===== src/rtl/game_pkg.sv =====
// Shared types and helpers for the cat-vs-dog game controller.
// State encoding, player identifiers and hit-point arithmetic.
package game_pkg;

    typedef enum logic [2:0] {
        IDLE       = 3'd0,
        TURN_CAT   = 3'd1,
        TURN_DOG   = 3'd2,
        FLIGHT_CAT = 3'd3,
        FLIGHT_DOG = 3'd4,
        SETTLE     = 3'd5,
        GAME_OVER  = 3'd6
    } turn_state_t;

    localparam logic PLAYER_CAT = 1'b0;
    localparam logic PLAYER_DOG = 1'b1;

    localparam int HP_W    = 3;
    localparam int TIMER_W = 10;

    // Damage saturates at zero so a large HIT_DAMAGE cannot wrap the HP.
    function automatic logic [HP_W-1:0] hp_after_hit(input logic [HP_W-1:0] hp,
                                                     input logic            hit,
                                                     input int              dmg);
        if (!hit) return hp;
        if (int'(hp) > dmg) return HP_W'(int'(hp) - dmg);
        return '0;
    endfunction

endpackage


===== src/rtl/turn_scheduler_if.sv =====
// Bundle between the turn scheduler and the draw, projectile and HUD blocks.
// master drives game events; slave is the scheduler that returns turn/HUD state.
interface turn_scheduler_if;
    import game_pkg::*;

    logic               frame_tick;
    logic               start;
    logic               cat_throw_complete;
    logic               dog_throw_complete;
    logic               flight_done;
    logic               hit_cat;
    logic               hit_dog;
    logic               cat_turn_active;
    logic               dog_turn_active;
    logic               launch;
    logic               launch_owner;
    logic [HP_W-1:0]    cat_hp;
    logic [HP_W-1:0]    dog_hp;
    logic [TIMER_W-1:0] turn_frames_left;
    logic               game_over;
    logic               winner;
    logic [2:0]         phase;

    modport master (
        output frame_tick, start, cat_throw_complete, dog_throw_complete,
               flight_done, hit_cat, hit_dog,
        input  cat_turn_active, dog_turn_active, launch, launch_owner,
               cat_hp, dog_hp, turn_frames_left, game_over, winner, phase
    );

    modport slave (
        input  frame_tick, start, cat_throw_complete, dog_throw_complete,
               flight_done, hit_cat, hit_dog,
        output cat_turn_active, dog_turn_active, launch, launch_owner,
               cat_hp, dog_hp, turn_frames_left, game_over, winner, phase
    );

endinterface


===== src/rtl/turn_scheduler_frame_down_counter.sv =====
// Loadable frame counter: load wins, otherwise decrements on enabled frame ticks, holding at zero.
// Count is registered; zero flag is a decode of the count.
module frame_down_counter #(
    parameter int W         = 10,
    parameter int RESET_VAL = 0
) (
    input  logic         clk,
    input  logic         rst,
    input  logic         frame_tick,
    input  logic         en,
    input  logic         load,
    input  logic [W-1:0] load_val,
    output logic [W-1:0] count,
    output logic         zero
);

    always_ff @(posedge clk) begin
        if (rst) begin
            count <= W'(RESET_VAL);
        end else if (load) begin
            count <= load_val;
        end else if (en && frame_tick && count != '0) begin
            count <= count - W'(1);
        end
    end

    assign zero = (count == '0);

endmodule


===== src/rtl/turn_scheduler.sv =====
// Game turn controller: alternates cat/dog turns, launches the projectile, applies hits, picks the winner.
// Every output is registered, reacting one cycle after the triggering input; no backpressure.
module turn_scheduler
    import game_pkg::*;
#(
    parameter int HP_MAX        = 5,
    parameter int HIT_DAMAGE    = 1,
    parameter int TURN_FRAMES   = 600,
    parameter int FLIGHT_FRAMES = 300,
    parameter int SETTLE_FRAMES = 30,
    parameter int FIRST_PLAYER  = 0
) (
    input logic             clk,
    input logic             rst,
    turn_scheduler_if.slave bus
);

    localparam logic            FIRST_IS_DOG = (FIRST_PLAYER != 0);
    localparam logic [HP_W-1:0] HP_INIT      = HP_W'(HP_MAX);

    turn_state_t        state, state_nxt;
    logic               next_player, next_player_nxt;
    logic               owner, owner_nxt;
    logic               winner, winner_nxt;
    logic [HP_W-1:0]    cat_hp, cat_hp_nxt;
    logic [HP_W-1:0]    dog_hp, dog_hp_nxt;
    logic               launch, launch_nxt;
    logic               cat_active, dog_active, game_over;
    logic               cat_prev, dog_prev, cat_edge, dog_edge;
    logic               in_turn, in_flight, in_settle;
    logic               turn_load, flight_load, settle_load;
    logic               turn_zero, flight_zero, settle_zero;
    logic [TIMER_W-1:0] turn_cnt, flight_cnt, settle_cnt;
    logic               unused_cnt;

    assign cat_edge  = bus.cat_throw_complete && !cat_prev;
    assign dog_edge  = bus.dog_throw_complete && !dog_prev;
    assign in_turn   = (state == TURN_CAT) || (state == TURN_DOG);
    assign in_flight = (state == FLIGHT_CAT) || (state == FLIGHT_DOG);
    assign in_settle = (state == SETTLE);

    frame_down_counter #(.W(TIMER_W), .RESET_VAL(TURN_FRAMES)) u_turn_timer (
        .clk(clk), .rst(rst), .frame_tick(bus.frame_tick), .en(in_turn),
        .load(turn_load), .load_val(TIMER_W'(TURN_FRAMES)),
        .count(turn_cnt), .zero(turn_zero)
    );

    frame_down_counter #(.W(TIMER_W), .RESET_VAL(0)) u_flight_timer (
        .clk(clk), .rst(rst), .frame_tick(bus.frame_tick), .en(in_flight),
        .load(flight_load), .load_val(TIMER_W'(FLIGHT_FRAMES)),
        .count(flight_cnt), .zero(flight_zero)
    );

    // Loaded one short so the transition fires on the SETTLE_FRAMES-th tick itself.
    frame_down_counter #(.W(TIMER_W), .RESET_VAL(0)) u_settle_timer (
        .clk(clk), .rst(rst), .frame_tick(bus.frame_tick), .en(in_settle),
        .load(settle_load), .load_val(TIMER_W'(SETTLE_FRAMES - 1)),
        .count(settle_cnt), .zero(settle_zero)
    );

    assign unused_cnt = ^{flight_cnt, settle_cnt};

    always_comb begin
        state_nxt       = state;
        next_player_nxt = next_player;
        owner_nxt       = owner;
        winner_nxt      = winner;
        cat_hp_nxt      = cat_hp;
        dog_hp_nxt      = dog_hp;
        launch_nxt      = 1'b0;
        turn_load       = 1'b0;
        flight_load     = 1'b0;
        settle_load     = 1'b0;

        case (state)
            IDLE, GAME_OVER: begin
                if (bus.start) begin
                    state_nxt  = FIRST_IS_DOG ? TURN_DOG : TURN_CAT;
                    cat_hp_nxt = HP_INIT;
                    dog_hp_nxt = HP_INIT;
                    turn_load  = 1'b1;
                end
            end
            TURN_CAT, TURN_DOG: begin
                // A throw beats a timeout arriving in the same cycle.
                if ((state == TURN_CAT) ? cat_edge : dog_edge) begin
                    state_nxt   = (state == TURN_CAT) ? FLIGHT_CAT : FLIGHT_DOG;
                    owner_nxt   = (state == TURN_CAT) ? PLAYER_CAT : PLAYER_DOG;
                    launch_nxt  = 1'b1;
                    flight_load = 1'b1;
                end else if (bus.frame_tick && turn_zero) begin
                    state_nxt       = SETTLE;
                    next_player_nxt = (state == TURN_CAT) ? PLAYER_DOG : PLAYER_CAT;
                    settle_load     = 1'b1;
                end
            end
            FLIGHT_CAT, FLIGHT_DOG: begin
                if (bus.flight_done) begin
                    cat_hp_nxt = hp_after_hit(cat_hp, bus.hit_cat, HIT_DAMAGE);
                    dog_hp_nxt = hp_after_hit(dog_hp, bus.hit_dog, HIT_DAMAGE);
                    if (cat_hp_nxt == '0 || dog_hp_nxt == '0) begin
                        state_nxt = GAME_OVER;
                        if (cat_hp_nxt == '0 && dog_hp_nxt == '0) winner_nxt = owner;
                        else winner_nxt = (cat_hp_nxt == '0) ? PLAYER_DOG : PLAYER_CAT;
                    end else begin
                        state_nxt       = SETTLE;
                        next_player_nxt = !owner;
                        settle_load     = 1'b1;
                    end
                end else if (bus.frame_tick && flight_zero) begin
                    state_nxt       = SETTLE;
                    next_player_nxt = !owner;
                    settle_load     = 1'b1;
                end
            end
            SETTLE: begin
                if (bus.frame_tick && settle_zero) begin
                    state_nxt = next_player ? TURN_DOG : TURN_CAT;
                    turn_load = 1'b1;
                end
            end
            default: state_nxt = IDLE;
        endcase
    end

    always_ff @(posedge clk) begin
        if (rst) begin
            state       <= IDLE;
            next_player <= PLAYER_CAT;
            owner       <= PLAYER_CAT;
            winner      <= PLAYER_CAT;
            cat_hp      <= HP_INIT;
            dog_hp      <= HP_INIT;
            launch      <= 1'b0;
            cat_active  <= 1'b0;
            dog_active  <= 1'b0;
            game_over   <= 1'b0;
            cat_prev    <= 1'b0;
            dog_prev    <= 1'b0;
        end else begin
            state       <= state_nxt;
            next_player <= next_player_nxt;
            owner       <= owner_nxt;
            winner      <= winner_nxt;
            cat_hp      <= cat_hp_nxt;
            dog_hp      <= dog_hp_nxt;
            launch      <= launch_nxt;
            cat_active  <= (state_nxt == TURN_CAT);
            dog_active  <= (state_nxt == TURN_DOG);
            game_over   <= (state_nxt == GAME_OVER);
            cat_prev    <= bus.cat_throw_complete;
            dog_prev    <= bus.dog_throw_complete;
        end
    end

    assign bus.cat_turn_active  = cat_active;
    assign bus.dog_turn_active  = dog_active;
    assign bus.launch           = launch;
    assign bus.launch_owner     = owner;
    assign bus.cat_hp           = cat_hp;
    assign bus.dog_hp           = dog_hp;
    assign bus.turn_frames_left = turn_cnt;
    assign bus.game_over        = game_over;
    assign bus.winner           = winner;
    assign bus.phase            = state;

endmodule

===== src/flat_wrapper.sv =====
// flat-port wrapper written by rule: the top's interface ports become plain ports
module turn_scheduler_flat import game_pkg::*;
#(
    parameter int HP_MAX        = 5,
    parameter int HIT_DAMAGE    = 1,
    parameter int TURN_FRAMES   = 600,
    parameter int FLIGHT_FRAMES = 300,
    parameter int SETTLE_FRAMES = 30,
    parameter int FIRST_PLAYER  = 0
)
  (clk, rst, bus_frame_tick, bus_start, bus_cat_throw_complete, bus_dog_throw_complete, bus_flight_done, bus_hit_cat, bus_hit_dog, bus_cat_turn_active, bus_dog_turn_active, bus_launch, bus_launch_owner, bus_cat_hp, bus_dog_hp, bus_turn_frames_left, bus_game_over, bus_winner, bus_phase);
  turn_scheduler_if bus_i ();
  input logic clk;
  input logic rst;
  input wire logic [$bits(bus_i.frame_tick)-1:0] bus_frame_tick;
  input wire logic [$bits(bus_i.start)-1:0] bus_start;
  input wire logic [$bits(bus_i.cat_throw_complete)-1:0] bus_cat_throw_complete;
  input wire logic [$bits(bus_i.dog_throw_complete)-1:0] bus_dog_throw_complete;
  input wire logic [$bits(bus_i.flight_done)-1:0] bus_flight_done;
  input wire logic [$bits(bus_i.hit_cat)-1:0] bus_hit_cat;
  input wire logic [$bits(bus_i.hit_dog)-1:0] bus_hit_dog;
  output wire logic [$bits(bus_i.cat_turn_active)-1:0] bus_cat_turn_active;
  output wire logic [$bits(bus_i.dog_turn_active)-1:0] bus_dog_turn_active;
  output wire logic [$bits(bus_i.launch)-1:0] bus_launch;
  output wire logic [$bits(bus_i.launch_owner)-1:0] bus_launch_owner;
  output wire logic [$bits(bus_i.cat_hp)-1:0] bus_cat_hp;
  output wire logic [$bits(bus_i.dog_hp)-1:0] bus_dog_hp;
  output wire logic [$bits(bus_i.turn_frames_left)-1:0] bus_turn_frames_left;
  output wire logic [$bits(bus_i.game_over)-1:0] bus_game_over;
  output wire logic [$bits(bus_i.winner)-1:0] bus_winner;
  output wire logic [$bits(bus_i.phase)-1:0] bus_phase;
  assign bus_i.frame_tick = bus_frame_tick;
  assign bus_i.start = bus_start;
  assign bus_i.cat_throw_complete = bus_cat_throw_complete;
  assign bus_i.dog_throw_complete = bus_dog_throw_complete;
  assign bus_i.flight_done = bus_flight_done;
  assign bus_i.hit_cat = bus_hit_cat;
  assign bus_i.hit_dog = bus_hit_dog;
  assign bus_cat_turn_active = bus_i.cat_turn_active;
  assign bus_dog_turn_active = bus_i.dog_turn_active;
  assign bus_launch = bus_i.launch;
  assign bus_launch_owner = bus_i.launch_owner;
  assign bus_cat_hp = bus_i.cat_hp;
  assign bus_dog_hp = bus_i.dog_hp;
  assign bus_turn_frames_left = bus_i.turn_frames_left;
  assign bus_game_over = bus_i.game_over;
  assign bus_winner = bus_i.winner;
  assign bus_phase = bus_i.phase;
  turn_scheduler #(.HP_MAX(HP_MAX), .HIT_DAMAGE(HIT_DAMAGE), .TURN_FRAMES(TURN_FRAMES), .FLIGHT_FRAMES(FLIGHT_FRAMES), .SETTLE_FRAMES(SETTLE_FRAMES), .FIRST_PLAYER(FIRST_PLAYER)) u_core (.clk(clk), .rst(rst), .bus(bus_i));
endmodule

===== config.mk =====
export PLATFORM = sky130hd
export DESIGN_NAME = turn_scheduler_flat
export DESIGN_NICKNAME = d
export VERILOG_FILES = /design/src/rtl/game_pkg.sv /design/src/rtl/turn_scheduler_if.sv /design/src/rtl/turn_scheduler_frame_down_counter.sv /design/src/rtl/turn_scheduler.sv /design/src/flat_wrapper.sv
export SDC_FILE = /design/constraint.sdc
export NUM_CORES = 1
export LEC_CHECK = 0
export ABC_AREA = 1
export BUFFER_PORTS_ARGS = -buffer_cell sky130_fd_sc_hd__clkbuf_2
export CORE_UTILIZATION = 45
export CTS_BUF_LIST = sky130_fd_sc_hd__clkbuf_16
export CTS_CLUSTER_SIZE = 40
export DETAILED_ROUTE_END_ITERATION = 8
export HOLD_SLACK_MARGIN = 0.12
export PLACE_DENSITY_LB_ADDON = 0.08
export SYNTH_ARGS = -nofsm -noshare
export SYNTH_HDL_FRONTEND = slang
export SYNTH_SLANG_ARGS = --single-unit

===== constraint.sdc =====
create_clock -name clk -period 3.9 [get_ports clk]
set_input_delay 0.78 -clock clk [delete_from_list [all_inputs] [get_ports clk]]
set_output_delay 0.78 -clock clk [all_outputs]
set_load 0.005 [all_outputs]

* After elaboration in Yosys (flattened, before gate mapping)
Cells that the tools add are included.
Storage, ports and cells: register bits 48, input port bits 9, output and inout port bits 25, logic and storage cells 147
Cells by class: add/subtract/negate cells 5, magnitude comparators 2, equal/unequal tests 15, muxes and demuxes 67, reductions and logical operators 41
Operators by type and width (count):
- $mux W3 | 22
- $mux W1 | 33
- $logic_not A10 Y1 | 3
- $reduce_bool A10 Y1 | 3
- $sub A10 B1 Y10 const B | 3
- $mux W9 | 2
- $eq A3 B3 Y1 const B | 4
- $logic_and A1 B1 Y1 | 12
- $pmux W3 S2 | 2
- $pmux W3 S4 | 1
- $reduce_or A2 Y1 | 6
- $mux W5 | 2
- $eq A3 B2 Y1 const B | 3
- $logic_not A3 Y1 | 3
- $reduce_bool A2 Y1 | 4
- $eq A3 B1 Y1 const B | 2
- $gt A3 B1 Y1 const B | 2
- $ne A2 B2 Y1 const B | 3
- $pmux W1 S2 | 3
- $reduce_and A3 Y1 | 2
- $sub A3 B1 Y3 const B | 2
- $reduce_and A5 Y1 | 1
- $mux W2 | 2
- $logic_not A1 Y1 | 3
- 5 further kinds | 7

* Depth between registers and ports, before layout
depth in word-level cells 16, depth in mapped cells 15, gate-level depth less buffers 15

* Modules after synthesis
Synthesis repeated with hierarchy kept, for this count alone.
Second synthesis, totals: cell total of the unflattened synthesis 531, area, all modules 3334.4 µm²
Modules (own cells, without submodules):
- frame_down_counter at u_core.u_flight_timer ... | instances 2, cells each 114, area each 726.9 µm², sequential area each 200.2 µm²
- turn_scheduler | instances 1, cells each 184, area each 1159.9 µm², sequential area each 360.3 µm²
- frame_down_counter at u_core.u_turn_timer | instances 1, cells each 119, area each 720.7 µm², sequential area each 200.2 µm²

* Least setup slack after synthesis
Ideal clock, no wire load.
path type input to register, from input bus_cat_throw_complete, to register u_core.u_flight_timer.count[6], library setup time 0.122 ns, arrival 1.803 ns, required time 3.778 ns, path slack 1.975 ns, stages on the path 8, path buffers 0, cells stage by stage inv_1 > or2_2 > nor2_1 > nor2_4 > nor2_1 > inv_1 > nand2_1 > nor3_1
Between the ends: longest elaborated chain between the ends 5
RTL lines:
- start, declared | line flat_wrapper.sv:17 | input wire logic [$bits(bus_i.cat_throw_complete)-1:0] bus_cat_throw_complete;
- $logic_and A1 B1 Y1 | line turn_scheduler.sv:36 | assign cat_edge = bus.cat_throw_complete && !cat_prev;
- $mux W1 (2 in series) | line turn_scheduler.sv:86 | if ((state == TURN_CAT) ? cat_edge : dog_edge) begin
- $mux W1 | line turn_scheduler.sv:75 | case (state)
- $reduce_or A2 Y1 (no source line)
- end signal, assigned | line turn_scheduler_frame_down_counter.sv:19 | count <= W'(RESET_VAL);
- end signal, assigned | line turn_scheduler_frame_down_counter.sv:21 | count <= load_val;
- end signal, assigned | line turn_scheduler_frame_down_counter.sv:23 | count <= count - W'(1);
- end, declared | line turn_scheduler_frame_down_counter.sv:13 | output logic [W-1:0] count,
No other way between the ends. A chain may end at the register's enable or synchronous reset.

* Worst setup path after layout
Ends and elaborated chain as after synthesis.

==> flow_summary.json <==
{
  "yosys_warnings": 0,
  "tightest_slew_ps": 420.5,
  "cts.repair.resized": 0,
  "nNetsFinal": 469,
  "p_leak_nw": 1.572,
  "clkSinkCount": 48,
  "grt_pass1_wl_mm": 9.832,
  "pre_cts_ws_ps": 1643,
  "cp-start-kind": "primary input",
  "finalHoldViolCount": 0,
  "overflow": 0,
  "ys_seq_elements": 48,
  "maxCapViolations": 0,
  "syn_area_um2": 2788,
  "yosysUniqueCellTypes": 36,
  "place.gp.congestion": 0.8576,
  "post-cts-setup-buffer-count": 0,
  "r2r_slack_ps": 1970,
  "cp.buffers_inverters": 3,
  "die_area_um2": 6513,
  "wire_per_inst_um": 10.85,
  "route.met2.wl_mm": 2.406,
  "slowest_delay_ps": 280,
  "fp.dieH_um": 80.71,
  "dpl.hpwl_mm": 4.404,
  "wl_mm": 5.694,
  "core_um2": 5956,
  "cts-buffers-inserted": 5,
  "drt_first_pass_iters": 4,
  "reg2regPathDepth": 12,
  "grt_setup_unrepaired": "no",
  "synth_edf_count": 0,
  "wl_met1_mm": 3.012,
  "worstPathArrival_ps": 2120,
  "endpoint_kind": "flip-flop",
  "viasPerCell": 4.855,
  "p_per_area_nw_per_um2": 557.6,
  "tritoncts": "done",
  "initial_core_util": 0.4681,
  "period_minus_slack_ps": 1953,
  "drive_gt1_frac": 0.1578,
  "finalCritPeriodShare": 0.5007,
  "max_clock_freq_ghz": 0.5121,
  "hold_buffers": 0,
  "io_pins": 34,
  "io_buffers": 33,
  "post_layout_nonfiller_instances": 525,
  "fin_util": 0.5313,
  "first_iter_violations": 54,
  "setup_viol": 0,
  "yosysSeqAreaShare": 0.3447,
  "ctsRootBufferMaster": "clkbuf_16",
  "std_cell_rows": 28,
  "synth_fp_nets": 432,
  "clock_latency_ps": 290,
  "top_layer": "met4",
  "worstHoldStart": "u_core.u_flight_timer.count[7]",
  "antennaDiodeCount": 0,
  "critical-path-slowest-cell": "or2_2",
  "cts_max_path_buffers": 2,
  "relSlewSlack": 0.7194,
  "path_class": "in -> reg",
  "crit_chain": "clkbuf_2 -> inv_1 -> or2_2 -> nor2_1 -> nor2_4 -> nor2_1 -> inv_1 -> nand2_1 -> nor3_1",
  "finalMaxSlewViolations": 0,
  "synthToLayoutAreaGrowth_pct": 13.51,
  "async_reset_ff_frac": 0,
  "met3_length_um": 166,
  "fin_skew_ps": 6.183,
  "drc": 0,
  "first_global_vias": 2252,
  "design_area_um2": 3164,
  "cp.required_ps": 4070,
  "path_max_fanout": 6,
  "dpl.cell_count": 518,
  "r2r-start": "u_core.bus.cat_hp[0]",
  "antenna_left": 0,
  "hold-path-endpoint": "u_core.u_flight_timer.count[7]",
  "die_w_um": 80.71,
  "ir_drop_v": 0.0002641,
  "place_area_um2": 3032,
  "cts.clk_slew.worst_paths_ps": 60,
  "cts_max_level": 2,
  "syn_area_per_cell_um2": 6.750,
  "grt_antenna_before_repair": 0,
  "fin_ws_ps": 1947,
  "status": "completed",
  "worst_r2r_endpoint": "u_core.u_settle_timer.count[8]",
  "cp_top_family": "simple AND/OR/NAND/NOR gates",
  "grtUsageTotal": 0.1922,
  "via_count": 2549,
  "hold_path_depth": 2,
  "grt_max_degree": 14,
  "tns_ps": 0,
  "syn_inst": 413,
  "synthFlopType": "dfxtp_1",
  "hold_path.class": "reg -> reg"
}
==> layer usage <==
| metal | vias to the layer above | global-route usage |
|---|---|---|
| met5 | - | 0 |
| met4 | 0 | 0.06071 |
| met3 | 13 | 0.04318 |
| met2 | 34 | 0.2958 |
| met1 | 1115 | 0.2650 |
| li1 | 1387 | - |
==> sequential cells by signal (all words and copies together), names as in the netlist, 3 cells and up <==
register / cells
u_core.u_flight_timer.count: 10
u_core.u_settle_timer.count: 10
u_core.u_turn_timer.count: 10
u_core.bus.cat_hp: 3
u_core.bus.dog_hp: 3
u_core.bus.phase: 3
==> report_power, final <==
group | switching (mW) | total, mW | internal (mW)
Clock | 0.176 | 0.405 | 0.230
Sequential | 0.0655 | 0.628 | 0.563
Combinational | 0.478 | 0.731 | 0.253
==> logic make-up after synthesis <==
kind of cell | count (synthesis) | share of synthesized area
adder cells (fa/ha/maj) | 10 | 0.04488
AO/OA/AOI/OAI | 50 | 0.09920
buffers and inverters | 74 | 0.1019
flip-flops | 48 | 0.3447
XOR/XNOR | 9 | 0.02827
AND/OR/NAND/NOR | 222 | 0.3811
==> layout make-up <==
cell class	count	area, um2
fillers	638	2791
well taps	75	93.84
flip-flops and latches	48	960.9
clock buffers	5	125.1
inverters	71	269.0
repair buffers	33	165.2
multi-input cells	291	1543
clock inverters	2	7.507
==> worst max-delay path by stage <==
| stage | from | end | slack (ps) | cells after the start |
|---|---|---|---|---|
| 2_1_floorplan | bus_cat_throw_complete | u_core.u_flight_timer.count[6] | 1980 | 8 |
| 3_5_place_dp | bus_cat_throw_complete | u_core.u_flight_timer.count[6] | 1640 | 9 |
| 3_3_place_gp | bus_cat_throw_complete | u_core.u_flight_timer.count[6] | 1700 | 9 |
| 5_1_grt | u_core.bus.cat_hp[0] | u_core.u_settle_timer.count[8] | 1730 | 12 |
| 4_1_cts | u_core.bus.cat_hp[0] | u_core.u_settle_timer.count[8] | 1940 | 12 |
| 6_report | bus_cat_throw_complete | u_core.u_flight_timer.count[6] | 1950 | 9 |
==> through the flow <==
stage          hold slack (ps)  power, mW
2_1_floorplan            439.8      1.204
3_3_place_gp             452.8      1.371
3_5_place_dp             456.2      1.372
4_1_cts                  471.8      1.784
5_1_grt                  490.8      1.926
6_report                 472.3      1.764
==> tightest hold or removal path: cells and delay by family, from the launching register on <==
kind            cells  cell delay [ps]
flops               1              310
compound gates      1               50
simple gates        1               60
==> Yosys cell counts, types with 2 or more instances <==
library cell,n,share of area
ha_1,10,0.045
nor2_2,4,0.0090
inv_2,7,0.0094
nand3b_1,3,0.0081
nand2_1,98,0.13
nor3_1,2,0.0036
nor2_1,52,0.070
o21ai_1,4,0.0072
o21ai_0,12,0.022
nand4_1,10,0.022
o211ai_1,3,0.0081
dfxtp_1,48,0.34
xnor2_1,4,0.013
nand3_2,5,0.018
nand2_2,2,0.0045
inv_1,63,0.085
or2_2,2,0.0045
nor2_4,7,0.028
a21oi_1,24,0.043
xor2_1,5,0.016
nand3_1,33,0.059
==> cells in the final DEF, fill, tap and decap left out <==
cell type / instances
inv_1: 63
nand3_2: 5
xor2_1: 5
xnor2_1: 4
o221ai_1: 1
o21a_1: 1
o21ai_0: 12
nand3_1: 33
o21ai_1: 4
nor3_1: 2
or2_0: 1
nand2_2: 2
a21oi_2: 1
nor2_4: 7
nand3_4: 1
o21ai_2: 1
o22ai_1: 1
clkbuf_2: 33
nand4_1: 10
ha_1: 10
nor3_4: 1
a21oi_1: 24
dfxtp_1: 48
inv_2: 7
nor2_8: 1
nand2_1: 98
inv_4: 1
nor2_1: 52
clkbuf_16: 5
o211ai_1: 3
a31oi_1: 1
clkinv_1: 2
nand3b_1: 3
or2_2: 2
nor2_2: 4
a211oi_1: 1
(Power assumes the default switching activity.)
